`config.mk`:
```
export PLATFORM = sky130hd
export DESIGN_NAME = icu_wide
export DESIGN_NICKNAME = d
export VERILOG_FILES = /design/src/rtl/icu_wide.sv
export SDC_FILE = /design/constraint.sdc
export NUM_CORES = 1
export LEC_CHECK = 0
export CAP_MARGIN = 10
export CORE_MARGIN = 2
export CORE_UTILIZATION = 53
export DETAILED_ROUTE_END_ITERATION = 16
export GPL_TIMING_DRIVEN = 0
export PLACE_DENSITY = 0.81
export REMOVE_ABC_BUFFERS = 1
export SYNTH_ARGS = -nofsm -noshare
export SYNTH_HDL_FRONTEND = slang
export SYNTH_SLANG_ARGS = --single-unit
```
`constraint.sdc`:
```
create_clock -name clk -period 4.5 [get_ports clk]
set_input_delay 0.9 -clock clk [delete_from_list [all_inputs] [get_ports clk]]
set_output_delay 0.9 -clock clk [all_outputs]
set_load 0.01 [all_outputs]
```
`src/rtl/icu_wide.sv`:
```
// rtl/icu_wide.sv - WIDTH-bit MC14500-style control sequencer with return stack and skip logic
module icu_wide #(
    parameter int WIDTH       = 8,
    parameter int PC_W        = 8,
    parameter int STACK_DEPTH = 4
) (
    input  logic                clk,
    input  logic                rst,
    input  logic                en,
    input  logic [4+PC_W-1:0]   instr,
    input  logic [WIDTH-1:0]    data_in,
    output logic [PC_W-1:0]     pc,
    output logic [WIDTH-1:0]    data_out,
    output logic                write,
    output logic [WIDTH-1:0]    rr,
    output logic                flag_o,
    output logic                flag_f,
    output logic                err
);

    // A single-entry stack still needs a one-bit pointer so the array index stays legal.
    localparam int SP_W  = (STACK_DEPTH > 1) ? $clog2(STACK_DEPTH) : 1;
    localparam int CNT_W = $clog2(STACK_DEPTH + 1);

    localparam logic [SP_W-1:0]  SP_LAST  = SP_W'(STACK_DEPTH - 1);
    localparam logic [CNT_W-1:0] CNT_FULL = CNT_W'(STACK_DEPTH);

    localparam logic [3:0] OP_NOPO = 4'h0;
    localparam logic [3:0] OP_LD   = 4'h1;
    localparam logic [3:0] OP_LDC  = 4'h2;
    localparam logic [3:0] OP_AND  = 4'h3;
    localparam logic [3:0] OP_ANDC = 4'h4;
    localparam logic [3:0] OP_OR   = 4'h5;
    localparam logic [3:0] OP_ORC  = 4'h6;
    localparam logic [3:0] OP_XNOR = 4'h7;
    localparam logic [3:0] OP_STO  = 4'h8;
    localparam logic [3:0] OP_STOC = 4'h9;
    localparam logic [3:0] OP_IEN  = 4'hA;
    localparam logic [3:0] OP_OEN  = 4'hB;
    localparam logic [3:0] OP_JMP  = 4'hC;
    localparam logic [3:0] OP_RTN  = 4'hD;
    localparam logic [3:0] OP_SKZ  = 4'hE;
    localparam logic [3:0] OP_NOPF = 4'hF;

    logic [3:0]       opcode;
    logic [PC_W-1:0]  operand;
    logic             ien;
    logic             oen;
    logic             skip;
    logic [WIDTH-1:0] d;
    logic [WIDTH-1:0] alu_rr;
    logic [PC_W-1:0]  pc_inc;

    // Return stack: sp is the next free slot; when full it also points at the oldest entry,
    // so a push in the full state naturally overwrites the oldest return address.
    logic [PC_W-1:0]  stack [STACK_DEPTH];
    logic [SP_W-1:0]  sp;
    logic [SP_W-1:0]  sp_inc;
    logic [SP_W-1:0]  sp_dec;
    logic [CNT_W-1:0] cnt;
    logic             stack_full;
    logic             stack_empty;

    assign opcode  = instr[4+PC_W-1:PC_W];
    assign operand = instr[PC_W-1:0];
    assign d       = ien ? data_in : '0;
    assign pc_inc  = pc + PC_W'(1);

    assign sp_inc      = (sp == SP_LAST) ? '0 : sp + SP_W'(1);
    assign sp_dec      = (sp == '0) ? SP_LAST : sp - SP_W'(1);
    assign stack_full  = (cnt == CNT_FULL);
    assign stack_empty = (cnt == '0);

    // Logic unit: next RR for the load/logic opcodes, current RR otherwise.
    always_comb begin
        alu_rr = rr;
        case (opcode)
            OP_LD:   alu_rr = d;
            OP_LDC:  alu_rr = ~d;
            OP_AND:  alu_rr = rr & d;
            OP_ANDC: alu_rr = rr & ~d;
            OP_OR:   alu_rr = rr | d;
            OP_ORC:  alu_rr = rr | ~d;
            OP_XNOR: alu_rr = ~(rr ^ d);
            default: alu_rr = rr;
        endcase
    end

    // Sequencer: reset, stall, squash and execute of the instruction at pc.
    always_ff @(posedge clk) begin
        if (rst) begin
            pc       <= '0;
            rr       <= '0;
            data_out <= '0;
            write    <= 1'b0;
            flag_o   <= 1'b0;
            flag_f   <= 1'b0;
            err      <= 1'b0;
            ien      <= 1'b1;
            oen      <= 1'b1;
            skip     <= 1'b0;
            sp       <= '0;
            cnt      <= '0;
            for (int i = 0; i < STACK_DEPTH; i++) begin
                stack[i] <= '0;
            end
        end else begin
            // Strobes are single-cycle; they are re-raised only by the executing instruction.
            write  <= 1'b0;
            flag_o <= 1'b0;
            flag_f <= 1'b0;
            err    <= 1'b0;
            if (en) begin
                if (skip) begin
                    // Squashed instruction: only advance past it.
                    pc   <= pc_inc;
                    skip <= 1'b0;
                end else begin
                    pc <= pc_inc;
                    case (opcode)
                        OP_NOPO: flag_o <= 1'b1;
                        OP_LD, OP_LDC, OP_AND, OP_ANDC,
                        OP_OR, OP_ORC, OP_XNOR: rr <= alu_rr;
                        OP_STO: begin
                            data_out <= rr;
                            write    <= oen;
                        end
                        OP_STOC: begin
                            data_out <= ~rr;
                            write    <= oen;
                        end
                        // Enable registers take the raw bus bit; IEN masking does not apply.
                        OP_IEN: ien <= data_in[0];
                        OP_OEN: oen <= data_in[0];
                        OP_JMP: begin
                            stack[sp] <= pc_inc;
                            sp        <= sp_inc;
                            pc        <= operand;
                            if (stack_full) begin
                                err <= 1'b1;
                            end else begin
                                cnt <= cnt + CNT_W'(1);
                            end
                        end
                        OP_RTN: begin
                            // Empty stack falls through to pc+1 without arming skip.
                            if (stack_empty) begin
                                err <= 1'b1;
                            end else begin
                                pc   <= stack[sp_dec];
                                sp   <= sp_dec;
                                cnt  <= cnt - CNT_W'(1);
                                skip <= 1'b1;
                            end
                        end
                        OP_SKZ:  skip   <= (rr == '0);
                        OP_NOPF: flag_f <= 1'b1;
                        default: ;
                    endcase
                end
            end
        end
    end

endmodule

```
==> flow_summary.ini <==
[status]
status = complete, no violations

[timing]
max-slew-margin-rel = 0.390
drv_slew = 0
setup-violations-final = 0
max_slew.worst_pin.slew_ps = 913
tns_ps = 0
rsz0062_at_grt = no
fin_ws_ps = 665
layout_min_cycle_time_ps = 3840
clock_skew_ps = 17.7
fin_hold_ws_ps = 488
min_period_over_period = 0.852
hold_viol = 0
fmax_mhz = 261

[worst_setup_path]
path_common_cell = nand2b_1
start_kind = input pin
path_class = in2reg
cp_max_fo = 26
cp_top_family = simple AND/OR/NAND/NOR gates
critPathArrivalTime_ps = 3830
critPathSlowestCell = clkdlybuf4s50_1
path_buf_inv = 1
critPathRequiredTime_ps = 4500
cp-end-kind = flip-flop
crit_chain = clkdlybuf4s50_1 > nand2_1 > nor3_2 > nand2b_1 > or3_1 > nand2b_1
slowest_delay_ps = 1070

[global_routing]
grt_util_all_layers = 0.237
grt_max_degree = 39
first_global_vias = 2756
gr-total-overflow = 0
grt_pass1_wl_mm = 13.9
antenna_found_initial = 0

[drt]
postRouteAntennaNets = 0
wl_mm = 8.72
dr.pass1.iters = 5
routedWlPerCell_um = 17.7
vias = 3023
avgViaCountPerCell = 6.14
drt_iter0_drc = 290
drcViolationCount = 0

[logic_synthesis]
synth-seq-cells = 68
seq_area_frac_synth = 0.457
ys.flop_type = dfxtp_1
synthDistinctLibCells = 55
yosysWarnings = 0
synth_edf_count = 32
avgSynthCellArea_sq_um = 9.69
synthesis.area_sq_um = 3680
synthCells = 380
async_flop_share = 0

[hold_path]
worst_hold_path_type = reg2reg

[run]
maxCapViolCount = 0

[power]
p_leak_uw = 0.00144
ir_drop_mv = 0.185
p_per_area_nw_per_um2 = 327

[clock_network]
cts_buffers = 9
cts.sinks = 68
clkSlewWorstSetupHoldPaths_ps = 80
cts_buffer_depth = 2
postCtsHoldBufs = 0
cts-root-buf = clkbuf_8
cts_tree = yes
post_cts_buffers = 0
h-tree-depth = 3
clock_latency_ps = 360
ctsResizeCount = 0

[place]
preCtsSetupSlack_ps = 376
portBuffers = 50
dpl_cell_area_sq_um = 4140
dpl.hpwl_mm = 5.87
gp_congestion = 0.843

[floorplanning]
dieArea_sq_um = 7630
fp.dieH_um = 87.4
num_rows = 30
die_w_um = 87.4
core_sq_um = 6760
start_util = 0.545
io_pins = 51

[layout]
drive_above_1_share = 0.0874
seqCellArea_sq_um = 1680
nFillCells = 532
layout.nets = 434
syn2layout_area_growth_pct = 17.8
diodes = 0
final_cell_area_sq_um = 4340
multi_input_area_sq_um = 1800
fin_util = 0.642
[power breakdown]
part	internal, uW	switching [uW]
clock network	264	264
registers	669	24.1
logic	93.1	104
[logic make-up (layout without fill, tap and decap cells)]
logic type	count (synthesis)	after routing	share of synthesized area
and+or+nand+nor	145	145	0.193
AOI/OAI and AO/OA	85	85	0.164
DFF	68	68	0.457
buffers and inverters	44	76	0.0557
xor gates and xnor gates	19	19	0.0472
muxes	15	15	0.0679
adders and majority gates	4	4	0.0156
[worst paths after layout]
| kind | to | startpoint | cells after the start | slack [ps] |
|---|---|---|---|---|
| min | skip | skip | 2 | 490 |
| min reg2reg | skip | skip | 2 | 490 |
| max reg2reg | stack[2][5] | skip | 5 | 1960 |
| max | stack[2][5] | instr[11] | 6 | 660 |
[worst register-to-register path: stages, from the launching register on]
cell and delay [ps]:
dfxtp_1 320, nand2b_1 320, nor3_2 250, nand2b_1 300, or3_1 590, nand2b_1 420
[per-layer routing]
layer	GRT usage	vias to the layer above	routed length (um)
met5	0	-	0
met4	0.0657	0	116
met3	0.0540	11	642
met2	0.354	158	4100
met1	0.347	1432	3870
li1	-	1422	-
[registers in the layout, indices dropped and copies added, names as in the netlist, 2 cells and up]
signal and cells:
cnt 3, data_out 8, pc 8, rr 8, sp 2, stack 32
[cell type report]
class | count | share of cell area
clock inverters | 7 | 0.0187
flip-flops and latches | 68 | 0.387
well taps | 80 | 0.0231
clock buffers | 9 | 0.0285
inverters | 9 | 0.00778
multi-input cells | 268 | 0.414
repair buffers | 51 | 0.120
[layout by cell type (no fill, tap or decap), types with 3 or more instances in the layout]
master	synthesis	routed
nor3_2	3	3
a22oi_1	8	8
o21bai_1	4	4
nor3b_1	3	3
ha_1	3	3
nand2b_1	9	9
nand2_1	29	29
xor2_1	8	8
mux4_2	8	8
inv_1	8	8
clkbuf_8	0	9
a311oi_1	5	5
a211oi_1	20	20
edfxtp_1	32	32
o32a_1	3	3
nor3_1	4	4
a21oi_1	20	20
nor4_1	3	3
inv_6	0	3
nand3_1	3	3
xnor2_1	10	10
clkdlybuf4s50_1	0	49
mux2i_1	7	7
nor2b_1	3	3
dfxtp_1	36	36
a221oi_1	6	6
nand3b_1	3	3
or3_1	8	8
nor2_1	65	65
o21ai_0	6	6
[stage by stage]
stage	instances	total power (uW)
2_1_floorplan	345	806
3_3_place_gp	475	892
3_5_place_dp	476	901
4_1_cts	492	1420
5_1_grt	492	1470
6_report	492	1420
[cells in the mapped netlist, types with 4 or more instances]
| master | n | share of area |
|---|---|---|
| a221oi_1 | 6 | 0.014 |
| or3_1 | 8 | 0.014 |
| nor3_1 | 4 | 0.0054 |
| a21oi_1 | 20 | 0.027 |
| clkbuf_1 | 22 | 0.022 |
| dfxtp_1 | 36 | 0.20 |
| o21bai_1 | 4 | 0.0082 |
| nand2b_1 | 9 | 0.015 |
| xnor2_1 | 10 | 0.024 |
| inv_1 | 8 | 0.0082 |
| o21ai_0 | 6 | 0.0082 |
| nor2_1 | 65 | 0.066 |
| buf_2 | 8 | 0.011 |
| a22oi_1 | 8 | 0.016 |
| a211oi_1 | 20 | 0.041 |
| nand2_1 | 29 | 0.030 |
| mux2i_1 | 7 | 0.019 |
| xor2_1 | 8 | 0.019 |
| mux4_2 | 8 | 0.049 |
| edfxtp_1 | 32 | 0.26 |
| a311oi_1 | 5 | 0.012 |
Note: power is estimated with default switching activity, not from simulation.
